--- src/rtl/fetch_sequencer_if.sv ---
// -----------------------------------------------------------------------------
// fetch_sequencer_if
//
// Groups the instruction-fetch bus signals that pass between the fetch
// sequencer and the rest of the pipeline.
//
// Signals:
//   imem_addr      : word address to the instruction memory (sequencer drives)
//   imem_data      : instruction word returned in the same cycle
//   stall          : hazard-unit hold request for the PC and IF/ID
//   redirect_valid : taken branch/jump; load redirect_pc and flush IF/ID
//   redirect_pc    : redirect target word address
//   id_valid       : IF/ID register holds a live instruction (sequencer drives)
//   id_instr       : IF/ID instruction (sequencer drives)
//   id_pc          : word address of id_instr (sequencer drives)
//
// Modports:
//   master : the fetch sequencer
//   slave  : memory, hazard unit, branch resolution and decode stage
// -----------------------------------------------------------------------------
interface fetch_sequencer_if #(
    parameter int ADDR_W = 32
);
    logic [ADDR_W-1:0] imem_addr;
    logic [31:0]       imem_data;
    logic              stall;
    logic              redirect_valid;
    logic [ADDR_W-1:0] redirect_pc;
    logic              id_valid;
    logic [31:0]       id_instr;
    logic [ADDR_W-1:0] id_pc;

    modport master (
        output imem_addr,
        output id_valid,
        output id_instr,
        output id_pc,
        input  imem_data,
        input  stall,
        input  redirect_valid,
        input  redirect_pc
    );

    modport slave (
        input  imem_addr,
        input  id_valid,
        input  id_instr,
        input  id_pc,
        output imem_data,
        output stall,
        output redirect_valid,
        output redirect_pc
    );
endinterface

--- src/rtl/fetch_sequencer.sv ---
// -----------------------------------------------------------------------------
// fetch_sequencer
//
// PC sequencer and IF/ID stage controller. Drives the word address into a
// combinational instruction memory, registers the returned word into IF/ID,
// honours hazard stalls and branch redirects, and drains the pipeline once the
// last program word has been fetched.
//
// Ports:
//   clk     : system clock, rising edge
//   reset   : asynchronous, active-high reset
//   start   : single-cycle pulse; begins (IDLE) or restarts (DONE) fetch
//   bus     : fetch_sequencer_if.master (memory, stall, redirect, IF/ID)
//   busy    : registered, high in RUN or DRAIN
//   done    : registered, high in DONE
//   fetch_cnt, stall_cnt : performance counters (optional build only)
//
// Build option:
//   FETCH_PERF_CNT_EN : when defined, adds saturating fetch_cnt (RUN issues)
//                       and stall_cnt (RUN cycles stalled without redirect).
// -----------------------------------------------------------------------------
module fetch_sequencer #(
    parameter int unsigned START_PC     = 0,
    parameter int unsigned END_PC       = 1157,
    parameter int unsigned DRAIN_CYCLES = 4,
    parameter int          ADDR_W       = 32
) (
    input  logic               clk,
    input  logic               reset,
    input  logic               start,
    fetch_sequencer_if.master  bus,
    output logic               busy,
    output logic               done
`ifdef FETCH_PERF_CNT_EN
    ,
    output logic [31:0]        fetch_cnt,
    output logic [31:0]        stall_cnt
`endif
);

    localparam int CNT_W = (DRAIN_CYCLES < 1) ? 1 : $clog2(DRAIN_CYCLES + 1);

    localparam logic [ADDR_W-1:0] START_ADDR = ADDR_W'(START_PC);
    localparam logic [ADDR_W-1:0] END_ADDR   = ADDR_W'(END_PC);
    localparam logic [CNT_W-1:0]  DRAIN_INIT = CNT_W'(DRAIN_CYCLES);

    typedef enum logic [1:0] {
        S_IDLE  = 2'd0,
        S_RUN   = 2'd1,
        S_DRAIN = 2'd2,
        S_DONE  = 2'd3
    } state_t;

    state_t            state;
    logic [ADDR_W-1:0] pc;
    logic [CNT_W-1:0]  drain_cnt;
    logic              id_valid_q;
    logic [31:0]       id_instr_q;
    logic [ADDR_W-1:0] id_pc_q;

    // A redirect beyond the program end leaves RUN without fetching anything.
    logic past_end;
    logic issue;
    logic start_ok;

    assign past_end = (pc > END_ADDR);
    assign issue    = (state == S_RUN) && !bus.redirect_valid && !past_end && !bus.stall;
    assign start_ok = ((state == S_IDLE) || (state == S_DONE)) && start;

    // The memory is combinational, so the address is simply the PC register.
    assign bus.imem_addr = pc;
    assign bus.id_valid  = id_valid_q;
    assign bus.id_instr  = id_instr_q;
    assign bus.id_pc     = id_pc_q;

    // NOTE: every register in a clocked block is assigned with <= so all of
    // them update from the same pre-edge values; a blocking = here would let
    // later statements see half-updated state and break the simulation/
    // synthesis match.
    always_ff @(posedge clk or posedge reset) begin
        if (reset) begin
            state      <= S_IDLE;
            pc         <= START_ADDR;
            drain_cnt  <= '0;
            id_valid_q <= 1'b0;
            id_instr_q <= '0;
            id_pc_q    <= '0;
            busy       <= 1'b0;
            done       <= 1'b0;
        end else begin
            case (state)
                S_IDLE, S_DONE: begin
                    if (start) begin
                        state <= S_RUN;
                        pc    <= START_ADDR;
                        busy  <= 1'b1;
                        done  <= 1'b0;
                    end
                end

                S_RUN: begin
                    if (bus.redirect_valid) begin
                        // Redirect beats stall: the wrong-path word is dropped.
                        pc         <= bus.redirect_pc;
                        id_valid_q <= 1'b0;
                        id_instr_q <= '0;
                    end else if (past_end) begin
                        state      <= S_DRAIN;
                        drain_cnt  <= DRAIN_INIT;
                        id_valid_q <= 1'b0;
                    end else if (!bus.stall) begin
                        id_instr_q <= bus.imem_data;
                        id_pc_q    <= pc;
                        id_valid_q <= 1'b1;
                        pc         <= pc + ADDR_W'(1);
                        if (pc == END_ADDR) begin
                            state     <= S_DRAIN;
                            drain_cnt <= DRAIN_INIT;
                        end
                    end
                end

                S_DRAIN: begin
                    if (bus.redirect_valid) begin
                        // Late branch out of the final block: resume fetching.
                        state      <= S_RUN;
                        pc         <= bus.redirect_pc;
                        id_valid_q <= 1'b0;
                        id_instr_q <= '0;
                    end else if (!bus.stall) begin
                        id_valid_q <= 1'b0;
                        // Counter is checked before decrementing so that DONE
                        // arrives DRAIN_CYCLES+1 cycles after the last fetch.
                        if (drain_cnt == '0) begin
                            state <= S_DONE;
                            busy  <= 1'b0;
                            done  <= 1'b1;
                        end else begin
                            drain_cnt <= drain_cnt - CNT_W'(1);
                        end
                    end
                end

                default: begin
                    state      <= S_IDLE;
                    pc         <= START_ADDR;
                    id_valid_q <= 1'b0;
                    busy       <= 1'b0;
                    done       <= 1'b0;
                end
            endcase
        end
    end

`ifdef FETCH_PERF_CNT_EN
    logic stall_hit;
    assign stall_hit = (state == S_RUN) && bus.stall && !bus.redirect_valid;

    always_ff @(posedge clk or posedge reset) begin
        if (reset) begin
            fetch_cnt <= '0;
            stall_cnt <= '0;
        end else if (start_ok) begin
            fetch_cnt <= '0;
            stall_cnt <= '0;
        end else begin
            if (issue && (fetch_cnt != 32'hFFFF_FFFF)) begin
                fetch_cnt <= fetch_cnt + 32'd1;
            end
            if (stall_hit && (stall_cnt != 32'hFFFF_FFFF)) begin
                stall_cnt <= stall_cnt + 32'd1;
            end
        end
    end
`else
    // Without the counters these decodes have no consumer.
    logic unused_decodes;
    assign unused_decodes = issue ^ start_ok;
`endif

endmodule

--- src/flat_wrapper.sv ---
// flat-port wrapper written by rule: the top's interface ports become plain ports
module fetch_sequencer_flat 
#(
    parameter int unsigned START_PC     = 0,
    parameter int unsigned END_PC       = 1157,
    parameter int unsigned DRAIN_CYCLES = 4,
    parameter int          ADDR_W       = 32
)
  (clk, reset, start, busy, done, bus_imem_addr, bus_id_valid, bus_id_instr, bus_id_pc, bus_imem_data, bus_stall, bus_redirect_valid, bus_redirect_pc);
  fetch_sequencer_if #(.ADDR_W(ADDR_W)) bus_i ();
  input  logic clk;
  input  logic reset;
  input  logic start;
  output logic busy;
  output logic done;
  output wire logic [$bits(bus_i.imem_addr)-1:0] bus_imem_addr;
  output wire logic [$bits(bus_i.id_valid)-1:0] bus_id_valid;
  output wire logic [$bits(bus_i.id_instr)-1:0] bus_id_instr;
  output wire logic [$bits(bus_i.id_pc)-1:0] bus_id_pc;
  input wire logic [$bits(bus_i.imem_data)-1:0] bus_imem_data;
  input wire logic [$bits(bus_i.stall)-1:0] bus_stall;
  input wire logic [$bits(bus_i.redirect_valid)-1:0] bus_redirect_valid;
  input wire logic [$bits(bus_i.redirect_pc)-1:0] bus_redirect_pc;
  assign bus_imem_addr = bus_i.imem_addr;
  assign bus_id_valid = bus_i.id_valid;
  assign bus_id_instr = bus_i.id_instr;
  assign bus_id_pc = bus_i.id_pc;
  assign bus_i.imem_data = bus_imem_data;
  assign bus_i.stall = bus_stall;
  assign bus_i.redirect_valid = bus_redirect_valid;
  assign bus_i.redirect_pc = bus_redirect_pc;
  fetch_sequencer #(.START_PC(START_PC), .END_PC(END_PC), .DRAIN_CYCLES(DRAIN_CYCLES), .ADDR_W(ADDR_W)) u_core (.clk(clk), .reset(reset), .start(start), .bus(bus_i), .busy(busy), .done(done));
endmodule
--- config.mk ---
export PLATFORM = sky130hd
export DESIGN_NAME = fetch_sequencer_flat
export DESIGN_NICKNAME = d
export VERILOG_FILES = /design/src/rtl/fetch_sequencer_if.sv /design/src/rtl/fetch_sequencer.sv /design/src/flat_wrapper.sv
export SDC_FILE = /design/constraint.sdc
export NUM_CORES = 1
export LEC_CHECK = 0
export CAP_MARGIN = 20
export CORE_MARGIN = 1.5
export CORE_UTILIZATION = 46
export DETAILED_ROUTE_END_ITERATION = 8
export GPL_ROUTABILITY_DRIVEN = 0
export GPL_TIMING_DRIVEN = 0
export PLACE_DENSITY = 0.84
export RECOVER_POWER = 25
export SLEW_MARGIN = 20
export SYNTH_ARGS = -nofsm -noshare
export SYNTH_HDL_FRONTEND = slang
export SYNTH_SLANG_ARGS = --single-unit
--- constraint.sdc ---
create_clock -name clk -period 5.2 [get_ports clk]
set_input_delay 1.56 -clock clk [delete_from_list [all_inputs] [get_ports clk]]
set_output_delay 1.56 -clock clk [all_outputs]
set_load 0.01 [all_outputs]
# After elaboration in Yosys (flattened, before gate mapping)
# Cells that the tools add are included.
[word_totals]
elab_cells = 88
register_bits = 104
input_bits = 69
output_inout_bits = 99
[classes]
bitwise_logic = 3
n_eq_ne = 18
mux = 44
n_lt_le_gt_ge = 1
n_reduce_logical = 12
addsub = 2
[ops]
columns = ["operator", "count"]
rows = [
  ["2-to-1 mux 32 bit", 9],
  ["case mux 32 bit (3 select lines)", 1],
  ["case mux 32 bit (2 select lines)", 1],
  ["adder 32 x 1 -> 32 bit (second input constant)", 1],
  ["equality test 32 x 11 -> 1 bit (second input constant)", 1],
  ["> comparator 32 x 11 -> 1 bit (second input constant)", 1],
  ["2-to-1 mux 3 bit", 7],
  ["2-to-1 mux 2 bit", 8],
  ["2-to-1 mux 1 bit", 13],
  ["inequality test 2 bit (second input constant)", 6],
  ["AND reduction 4 bit", 3],
  ["inequality test 3 x 2 -> 1 bit (second input constant)", 3],
  ["inequality test 3 bit (second input constant)", 3],
  ["AND reduction 7 bit", 1],
  ["case mux 1 bit (2 select lines)", 3],
  ["case mux 2 bit (3 select lines)", 1],
  ["case mux 3 bit (2 select lines)", 1],
  ["AND reduction 6 bit", 1],
  ["AND reduction 5 bit", 1],
  ["equality test 2 bit (second input constant)", 2],
  ["inequality test 4 x 3 -> 1 bit (second input constant)", 1],
  ["nonzero test 2 bit", 2],
  ["zero test 3 bit", 1],
  ["inverter 1 bit", 3],
  ["other kinds (6)", 6],
]

# Longest topological paths before layout
# Gate-level depths: netlist of the first run.
[depth]
word_depth = 6
depth_mapped = 9
mapped_depth_nobuf = 7

# Worst setup path after synthesis of the first run
# No wires, ideal clock.
[synth_path]
path_type = "input -> register"
from = "in bus_redirect_valid"
to = "reg u_core.pc[10], in the netlist u_core.bus.imem_addr[10]"
required_ps = 5079
setup_slack_ps = 2056
path_buffers = 1
stages = 6
arrival_ps = 3023
setup_time_ps = 121
cell_sequence = "nand2b_1 > nand2_1 > or4_1 > o21a_1 > clkbuf_1 > a22o_1"
[synth_between]
elab_chain_cells = 2
word_cells_on_any_way = 6
classes_between = "eq/ne (3); mux (2); reduce/logical (1)"
[synth_rtl]
columns = ["element", "line", "text"]
rows = [
  ["start, declared", "flat_wrapper.sv:22", "input wire logic [$bits(bus_i.redirect_valid)-1:0] bus_redirect_valid;"],
  ["inequality test 3 bit (no line) (tied with other cells)", "--", ""],
  ["AND reduction 4 bit (no line) / case mux 32 bit (3 select lines) (equally long branches)", "--", ""],
  ["end signal, assigned", "fetch_sequencer.sv:104", "pc <= bus.redirect_pc;"],
  ["end signal, assigned", "fetch_sequencer.sv:115", "pc <= pc + ADDR_W'(1);"],
  ["end signal, assigned", "fetch_sequencer.sv:127", "pc <= bus.redirect_pc;"],
  ["end, declared", "fetch_sequencer.sv:55", "logic [ADDR_W-1:0] pc;"],
]
# Parallel ways exist; a longest one is shown, timed or not.
# A chain may end at the register's enable or synchronous reset.

# Worst setup path after layout of the first run
[layout_path]
from = "in bus_redirect_valid"
to = "reg u_core.pc[9], in the netlist u_core.bus.imem_addr[9]"
# The elaborated chain is that of the path after synthesis.

==> flow_summary.toml, run 1 <==
[synthesis]
synth_cell_types = 55
synth_cells = 488
ys_ff_latch = 104
yosysWarnings = 0
syn-num-nets = 565
synth_async_sr_flop_share_pct = 100.0
synth-main-ff-cell = "dfrtp_1"
synth_top_area_cell = "dfrtp_1"
synth_seq_area_share_pct = 51.46
synth-edff-count = 0
synthTopCellsByArea = "dfrtp_1 51%, mux2i_1 7.1%, nand2_1 3.9%, inv_1 3.6%, a22o_1 2.8%"
syn-cell-area_mm2 = 0.005057
syn_area_per_cell_um2 = 10.36
synth_top_area_share_pct = 51.46

[pwr]
p_int_uw = 2330
p_switching_uw = 1611
p_total_uw = 3941
pwr-share-comb_pct = 52.2
power_frac_clock_pct = 14.6
power_leakage_uw = 0.003125
powerDensity_mw_per_mm2 = 550.9
switching_share_pct = 40.87
seq_power_share_pct = 33.2
ir_drop_uv = 313.1

[timing]
finalCriticalPeriod_ns = 3.681
skew_ns = 0.01122
rsz0062_at_grt = "false"
slew_headroom_pct = 3.400
worst_pin_slew_ns = 1.441
max_freq_mhz = 271.7
finalHoldViolCount = 0
slew_violations = 0
timing.final.crit_share_pct = 70.79
setup-violations-final = 0

[layout]
syn_to_final_growth_pct = 41.46
drive_gt1_share_pct = 4.769
nNetsFinal = 743
nFillCells = 807
seqCellArea_mm2 = 0.002603
final_cells = 811
multi_input_area_mm2 = 0.002163
num_antenna_cells = 0

[route]
wirelength_mm = 14.00
drt_iter0_markers = 344
vias = 4456
wire_per_inst_um = 17.26
vias_per_cell = 5.494
drtAntennaViolNets = 0
drt-pass1-iter-count = 5
drc = 0

[global_routing]
grt_overflow_total = 0
grt_pass1_vias = 4537
grt_pass1_wl_mm = 22.47
grt-busiest-layer = "met2"
grt_antenna_before_repair = 0
grtUsageMet2_pct = 42.68
met1_usage_pct = 30.45
use_met3_pct = 7.567
grt_max_degree = 75
grt_use_total_pct = 25.00

[floorplan]
die_w_um = 107.9
design.core.area_mm2 = 0.01079
initial_core_util_pct = 46.86
io_pins = 168
num_rows = 38
die_y_um = 107.9
dieArea_mm2 = 0.01163

[clocking]
clkLatencyLatePin_ns = 0.38
ctsHoldBuffers = 0
clk_pin_slew_worst_paths_ns = 0.10
htreeDepth = 3
numCtsBuffers = 9
cts_sinks = 104
cts_tree = "yes"
cts.path.max_buffers = 2
cts_setup_buffers = 0
clockRootBuffer = "clkbuf_8"
cts_resized = 0

[setup_path]
start_kind = "input port"
cp-end-kind = "flop"
max_stage_delay_ns = 0.49
crit_chain = "clkdlybuf4s50_1, clkbuf_1, nand2b_1, clkbuf_1, nand3_1, o21a_1, clkbuf_1, a22o_1"
crit_arrival_ns = 3.95
crit_required_ns = 5.47
crit_buf_inv = 4
crit_top_cell = "clkbuf_1"
path_class = "input port to flop"
worstPathMaxFanout = 10
slowest_stage = "clkdlybuf4s50_1"
crit_family = "buffers and inverters"

[outcome]
run_status = "finished, final reports clean"

[placed_design]
portBuffers = 166
place_inst = 795
hpwl_mm = 10.48

[job]
max_cap_viol_count = 0

[worst_hold_path]
worstHoldPathType = "flop to flop"
## metal layers
layer	routed length (um)	part of all wire, %
met2	7043	50
met1	5455	39
met4	284	2.0
met5	0	0
met3	1216	8.7
## through the flow
step / utilization (%) / hold WS, ns / area (um^2) / setup WS (ns) / setup TNS [ns]
6_report: 66.29 / 0.4965 / 7154 / 1.519 / 0
5_1_grt: 66.29 / 0.5123 / 7154 / 1.380 / 0
4_1_cts: 66.28 / 0.4984 / 7153 / 1.563 / 0
3_5_place_dp: 64.18 / 0.4742 / 6927 / 1.148 / 0
3_3_place_gp: 63.88 / 0.4692 / 6894 / -0.5077 / -51.95
2_1_floorplan: - / 0.5094 / 5057 / 0.9078 / 0
## registers in the layout (all words and copies together) (netlist names)
register and count:
u_core.bus.id_instr 32, u_core.bus.id_pc 32, u_core.done 1, u_core.bus.id_valid 1, u_core.state 2, u_core.bus.imem_addr 32
u_core.drain_cnt 3, u_core.busy 1
## area by class of cell
cell class | instances | area share, %
plain buffers | 26 | 1.626
well taps | 140 | 2.448
clock buffers | 9 | 1.731
multi-input cells | 310 | 30.24
flip-flops and latches | 104 | 36.38
inverters | 48 | 2.536
repair buffers | 167 | 23.61
clock inverters | 7 | 1.434
## Yosys cell counts (all sizes together) (5+ instances only)
library cell  instances
dfrtp               104
nor4                  7
ha                    8
nand4                 7
mux2i                36
inv                  48
nor2b                 5
a21oi                 6
o21ai                13
a22oi                 8
buf                   6
mux2                 11
nor2                 17
nand3                14
and2                 22
clkbuf               20
nor3                 11
a22o                 16
nand2                53
o31ai                 6
nand2b                8
o2bb2ai              12
## cells by family after synthesis
kind of cell	share of synthesized area (%)
xor gates and xnor gates	1.385
and+or+nand+nor	15.86
DFF	51.46
muxes	9.575
buffers and inverters	5.863
adders and majority gates	1.979
AOI/OAI and AO/OA	13.88
## path summary, 6_finish.rpt
| kind | from | end | slack, ns | cells after the start |
|---|---|---|---|---|
| worst max-delay path | bus_redirect_valid | u_core.bus.imem_addr[9] | 1.52 | 8 |
| worst min-delay path | u_core.bus.id_pc[31] | u_core.bus.id_pc[31] | 0.50 | 1 |
| worst max register to register | u_core.state[1] | u_core.bus.imem_addr[13] | 2.40 | 8 |
| worst min register to register | u_core.bus.id_pc[31] | u_core.bus.id_pc[31] | 0.50 | 1 |
| max in group asynchronous | reset | u_core.bus.imem_addr[4] | 2.32 | 3 |
| min in group asynchronous | reset | u_core.bus.id_pc[25] | 1.96 | 2 |
## placed cells by master (no fill, tap or decap), types with 3 or more instances in the layout
master | Yosys | routed
nand4_1 | 7 | 7
o2bb2ai_1 | 12 | 12
a21o_1 | 4 | 4
mux2i_1 | 36 | 36
nor2_1 | 17 | 17
xnor2_1 | 4 | 4
nand3_1 | 14 | 14
ha_1 | 8 | 8
o21ai_0 | 11 | 11
a22o_1 | 16 | 16
o211ai_1 | 3 | 3
a22oi_1 | 8 | 8
clkbuf_8 | 0 | 9
nor4_1 | 7 | 7
inv_1 | 48 | 47
buf_2 | 3 | 3
xor2_1 | 4 | 4
dfrtp_1 | 104 | 104
o31ai_1 | 6 | 6
nand2b_1 | 8 | 8
nand2_1 | 53 | 53
nor2b_1 | 5 | 5
clkbuf_1 | 20 | 20
and2_1 | 22 | 22
nor3_1 | 11 | 10
o21a_1 | 3 | 3
clkdlybuf4s50_1 | 0 | 165
a21oi_1 | 6 | 6
mux2_1 | 9 | 9
or4_1 | 3 | 3
a31oi_1 | 4 | 4
## power by group through the flow
stage	Clock, uW	Combinational (uW)	Sequential [uW]
CTS	583	2060	1310
global placement	0	1980	1300
finish	576	2060	1310
global route	616	2230	1340
floorplan	0	1090	1380
detailed placement	0	2050	1320
Power figures use the tool's default switching activity.
==> run 2: changes to the inputs <==
- clock period: 5.2 -> 3.4 ns (I/O delays scaled with it)
==> flow_summary.toml, run 2 (synthesized netlist as in run 1, its figures left out) <==
[global_routing]
grt_use_total_pct = 25.11
grt_antenna_before_repair = 0
grt_pass1_vias = 4638
grt_pass1_wl_mm = 22.74
grt_max_degree = 36
grt_overflow_total = 0

[timing]
setup-violations-final = 0
finalCriticalPeriod_ns = 3.083
tns_ns = 0
worst_pin_slew_ns = 1.120
finalWorstSetupSlack_ns = 0.3172
timing.final.crit_share_pct = 90.67
max_freq_mhz = 324.4
slew_violations = 0
skew_ns = 0.01066
rsz0062_at_grt = "false"
finalHoldViolCount = 0
slew_headroom_pct = 25.31

[setup_path]
start_kind = "input port"
rr_startpoint = "u_core.bus.imem_addr[19]"
slowest_stage = "clkdlybuf4s50_1"
path_class = "input port to flop"
r2r_slack_ns = 0.66
r2r-end = "u_core.bus.id_instr[0]"
worstPathMaxFanout = 10
crit_arrival_ns = 3.33
crit_buf_inv = 4
crit_family = "buffers and inverters"
cp-end-kind = "flop"
crit_required_ns = 3.65
reg2reg_depth = 7
crit_chain = "clkdlybuf4s50_1, clkbuf_1, nand2b_1, clkbuf_1, nand3_1, o21a_1, clkbuf_1, a22o_1"
crit_top_cell = "clkbuf_1"
max_stage_delay_ns = 0.48

[clocking]
cts_tree = "yes"
htreeDepth = 3
cts.path.max_buffers = 2
clockRootBuffer = "clkbuf_8"
numCtsBuffers = 9
clkLatencyLatePin_ns = 0.37
cts_setup_buffers = 0
cts_sinks = 104
clk_pin_slew_worst_paths_ns = 0.10
ctsHoldBuffers = 0
cts_resized = 0

[floorplan]
dieArea_mm2 = 0.01163
initial_core_util_pct = 46.86
die_y_um = 107.9
design.core.area_mm2 = 0.01079
io_pins = 168
die_w_um = 107.9
num_rows = 38

[layout]
multi_input_area_mm2 = 0.002163
nNetsFinal = 745
final_cell_mix = "165 x clkdlybuf4s50_1, 104 x dfrtp_1, 53 x nand2_1"
num_antenna_cells = 0
seqCellArea_mm2 = 0.002603
final_core_util_pct = 66.21
drive_gt1_share_pct = 4.903
nFillCells = 820
syn_to_final_growth_pct = 41.29
layout_commonest_cell = "clkdlybuf4s50_1"

[pwr]
powerDensity_mw_per_mm2 = 837.7
ir_drop_uv = 538.7
power_leakage_uw = 0.003126

[route]
wirelength_mm = 14.11
drtAntennaViolNets = 0
vias_per_cell = 5.533
drt-pass1-iter-count = 5
drt_iter0_markers = 254
wire_per_inst_um = 17.35
drc = 0
vias = 4498

[worst_hold_path]
worstHoldPathType = "flop to flop"
worstHoldPathCells = 1
hold_path.startpoint = "u_core.bus.id_pc[25]"
min_to = "u_core.bus.id_pc[25]"

[placed_design]
dp_slack_ns = -0.04032
portBuffers = 166
hpwl_mm = 10.67

[job]
max_cap_viol_count = 0

[outcome]
run_status = "finished, final reports clean"
==> run 2: worst reg2reg max path, stage by stage (launching register included) <==
cell and delay (ns):
dfrtp_1 0.48, nor4_1 0.32, nand3_1 0.25, nor4_1 0.64
a21o_1 0.28, buf_4 0.21, buf_4 0.24, mux2i_1 0.24
==> run 2: layout make-up <==
cell class	count	share of cell area [%]
inverters	48	2.539
well taps	140	2.451
multi-input cells	310	30.27
plain buffers	26	1.628
clock buffers	12	2.311
flip-flops and latches	104	36.42
clock inverters	4	0.7179
repair buffers	169	23.66
==> run 2: metal layers <==
layer | wire length [um] | track usage (%) | vias to the layer above
li1 | - | - | 2056
met1 | 5550 | 30.06 | 2197
met2 | 6962 | 42.22 | 213
met3 | 1285 | 8.111 | 32
met4 | 308 | 9.305 | 0
met5 | 0 | 0 | -
==> run 2: stage by stage <==
| step | cells | total power (uW) | cell area, um^2 | hold slack (ns) |
|---|---|---|---|---|
| after floorplan | 488 | 3782 | 5061 | 0.5094 |
| after global placement | 794 | 5022 | 6898 | 0.4677 |
| after detailed placement | 797 | 5151 | 6965 | 0.4724 |
| after CTS | 813 | 5996 | 7182 | 0.4969 |
| after global routing | 813 | 6361 | 7146 | 0.5029 |
| final | 813 | 5986 | 7146 | 0.4974 |
==> run 2: worst max-delay path by stage <==
| stage | from | to | cells after the start |
|---|---|---|---|
| after floorplan | bus_redirect_valid | u_core.bus.imem_addr[10] | 6 |
| after global placement | bus_redirect_valid | u_core.bus.imem_addr[9] | 8 |
| after detailed placement | bus_redirect_valid | u_core.bus.imem_addr[9] | 8 |
| after CTS | bus_redirect_valid | u_core.bus.imem_addr[9] | 8 |
| after global routing | bus_redirect_valid | u_core.bus.id_instr[0] | 8 |
| final | bus_redirect_valid | u_core.bus.imem_addr[9] | 8 |
==> run 2: power breakdown <==
group	leakage, uW	internal [uW]	switching [uW]
clock	0.000109	401	424
combinational	0.00163	1510	1650
sequential	0.00139	1630	372
total	0.00313	3540	2440
==> run 3: changes to the inputs <==
- PLACE_DENSITY: 0.84 -> 0.86
- SKIP_LAST_GASP: default -> 1
==> flow_summary.toml, run 3 (synthesized netlist as in run 1, its figures left out) <==
[setup_path]
worstPathMaxFanout = 10
cp-end-kind = "flop"
path_class = "input port to flop"
crit_buf_inv = 4
start_kind = "input port"
crit_required_ns = 3.67
crit_family = "buffers and inverters"
crit_top_cell = "clkbuf_1"
crit_chain = "clkdlybuf4s50_1, clkbuf_1, nand2b_1, clkbuf_1, nand3_1, o21a_1, clkbuf_1, a22o_1"
max_stage_delay_ns = 0.51
crit_arrival_ns = 3.39
slowest_stage = "clkdlybuf4s50_1"

[global_routing]
grt_antenna_before_repair = 0
grt_pass1_vias = 4513
grt_max_degree = 36
grt_use_total_pct = 25.26
grt_overflow_total = 0
grt_pass1_wl_mm = 22.53

[clocking]
clk_pin_slew_worst_paths_ns = 0.09
cts_sinks = 104
ctsHoldBuffers = 0
clockRootBuffer = "clkbuf_8"
htreeDepth = 3
cts_setup_buffers = 0
numCtsBuffers = 9
cts.path.max_buffers = 2
clkLatencyLatePin_ns = 0.38
cts_tree = "yes"
cts_resized = 0

[floorplan]
io_pins = 168
die_y_um = 107.9
design.core.area_mm2 = 0.01079
initial_core_util_pct = 46.86
dieArea_mm2 = 0.01163
num_rows = 38
die_w_um = 107.9

[layout]
design_area_mm2 = 0.007123
syn_to_final_growth_pct = 40.85
nNetsFinal = 745
drive_gt1_share_pct = 4.315
num_antenna_cells = 0
layout_commonest_cell = "clkdlybuf4s50_1"
final_cell_mix = "165 x clkdlybuf4s50_1, 104 x dfrtp_1, 53 x nand2_1"

[timing]
max_freq_mhz = 319.8
slew_headroom_pct = 6.057
tns_ns = 0
slew_violations = 0
setup-violations-final = 0
finalHoldViolCount = 0
worst_pin_slew_ns = 1.409
timing.final.crit_share_pct = 91.98
finalCriticalPeriod_ns = 3.127
rsz0062_at_grt = "false"
skew_ns = 0.008985

[route]
wirelength_mm = 14.08
drc = 0
drt-pass1-iter-count = 5
wire_per_inst_um = 17.33
vias = 4487
drt_iter0_markers = 220
vias_per_cell = 5.526
drtAntennaViolNets = 0

[placed_design]
portBuffers = 166
place_area_mm2 = 0.006958
hpwl_mm = 10.69

[worst_hold_path]
worstHoldPathType = "flop to flop"

[pwr]
power_leakage_uw = 0.003124
ir_drop_uv = 443.1
powerDensity_mw_per_mm2 = 837.1

[outcome]
run_status = "finished, final reports clean"

[job]
max_cap_viol_count = 0
## run 3: worst reg2reg max path: cells and delay by family, from the launching register on
kind	cells	cell delay [ns]
buffers and inverters	3	0.89
and+or+nand+nor	2	0.46
adders and majority gates	1	0.19
DFF	1	0.40
AOI/OAI and AO/OA	2	0.78
## run 3: metrics by stage
step / setup WS (ns) / total power, uW / std cells / util, % / hold slack (ns)
2_1_floorplan: 0.7957 / 3782 / 488 / - / 0.5094
3_3_place_gp: -0.04649 / 5026 / 794 / 63.91 / 0.4693
3_5_place_dp: -0.06430 / 5144 / 797 / 64.47 / 0.4751
4_1_cts: 0.3282 / 5975 / 812 / 66.33 / 0.5000
5_1_grt: 0.08855 / 6340 / 812 / 66.00 / 0.5177
6_report: 0.2728 / 5963 / 812 / 66.00 / 0.4937
## run 3: layout make-up
class	instances	area (um^2)
Buffer	26	116.4
Clock buffer	11	131.4
Clock inverter	4	70.07
Fill cell	805	3670
Inverter	48	181.4
Multi-Input combinational cell	310	2163
Sequential cell	104	2603
Tap cell	140	175.2
Timing Repair Buffer	169	1683
## run 3: worst paths after layout
check,startpoint,slack (ns),endpoint,cells after the start
max,bus_redirect_valid,0.27,u_core.bus.imem_addr[10],8
min,u_core.bus.id_pc[5],0.49,u_core.bus.id_pc[5],1
min in group asynchronous,reset,1.14,u_core.bus.id_pc[13],2
min reg2reg,u_core.bus.id_pc[5],0.49,u_core.bus.id_pc[5],1
max in group asynchronous,reset,0.56,u_core.bus.id_pc[7],3
max reg2reg,u_core.state[1],0.62,u_core.bus.imem_addr[21],8
## run 3: report_power, final
group	internal, uW	switching, uW	leakage (uW)
sequential	1630	371	0.00139
clock	409	412	0.000103
combinational	1510	1630	0.00163
total	3550	2410	0.00312
## run 3: layer usage
layer  wire (um)  up-vias  track usage, %  part of all wire (%)
met4         266        0           8.741                   1.9
met3        1350       28           8.535                   9.6
met1        5508     2173           30.35                    39
li1            -     2058               -                     -
met5           0        -               0                     0
met2        6950      228           42.36                    49
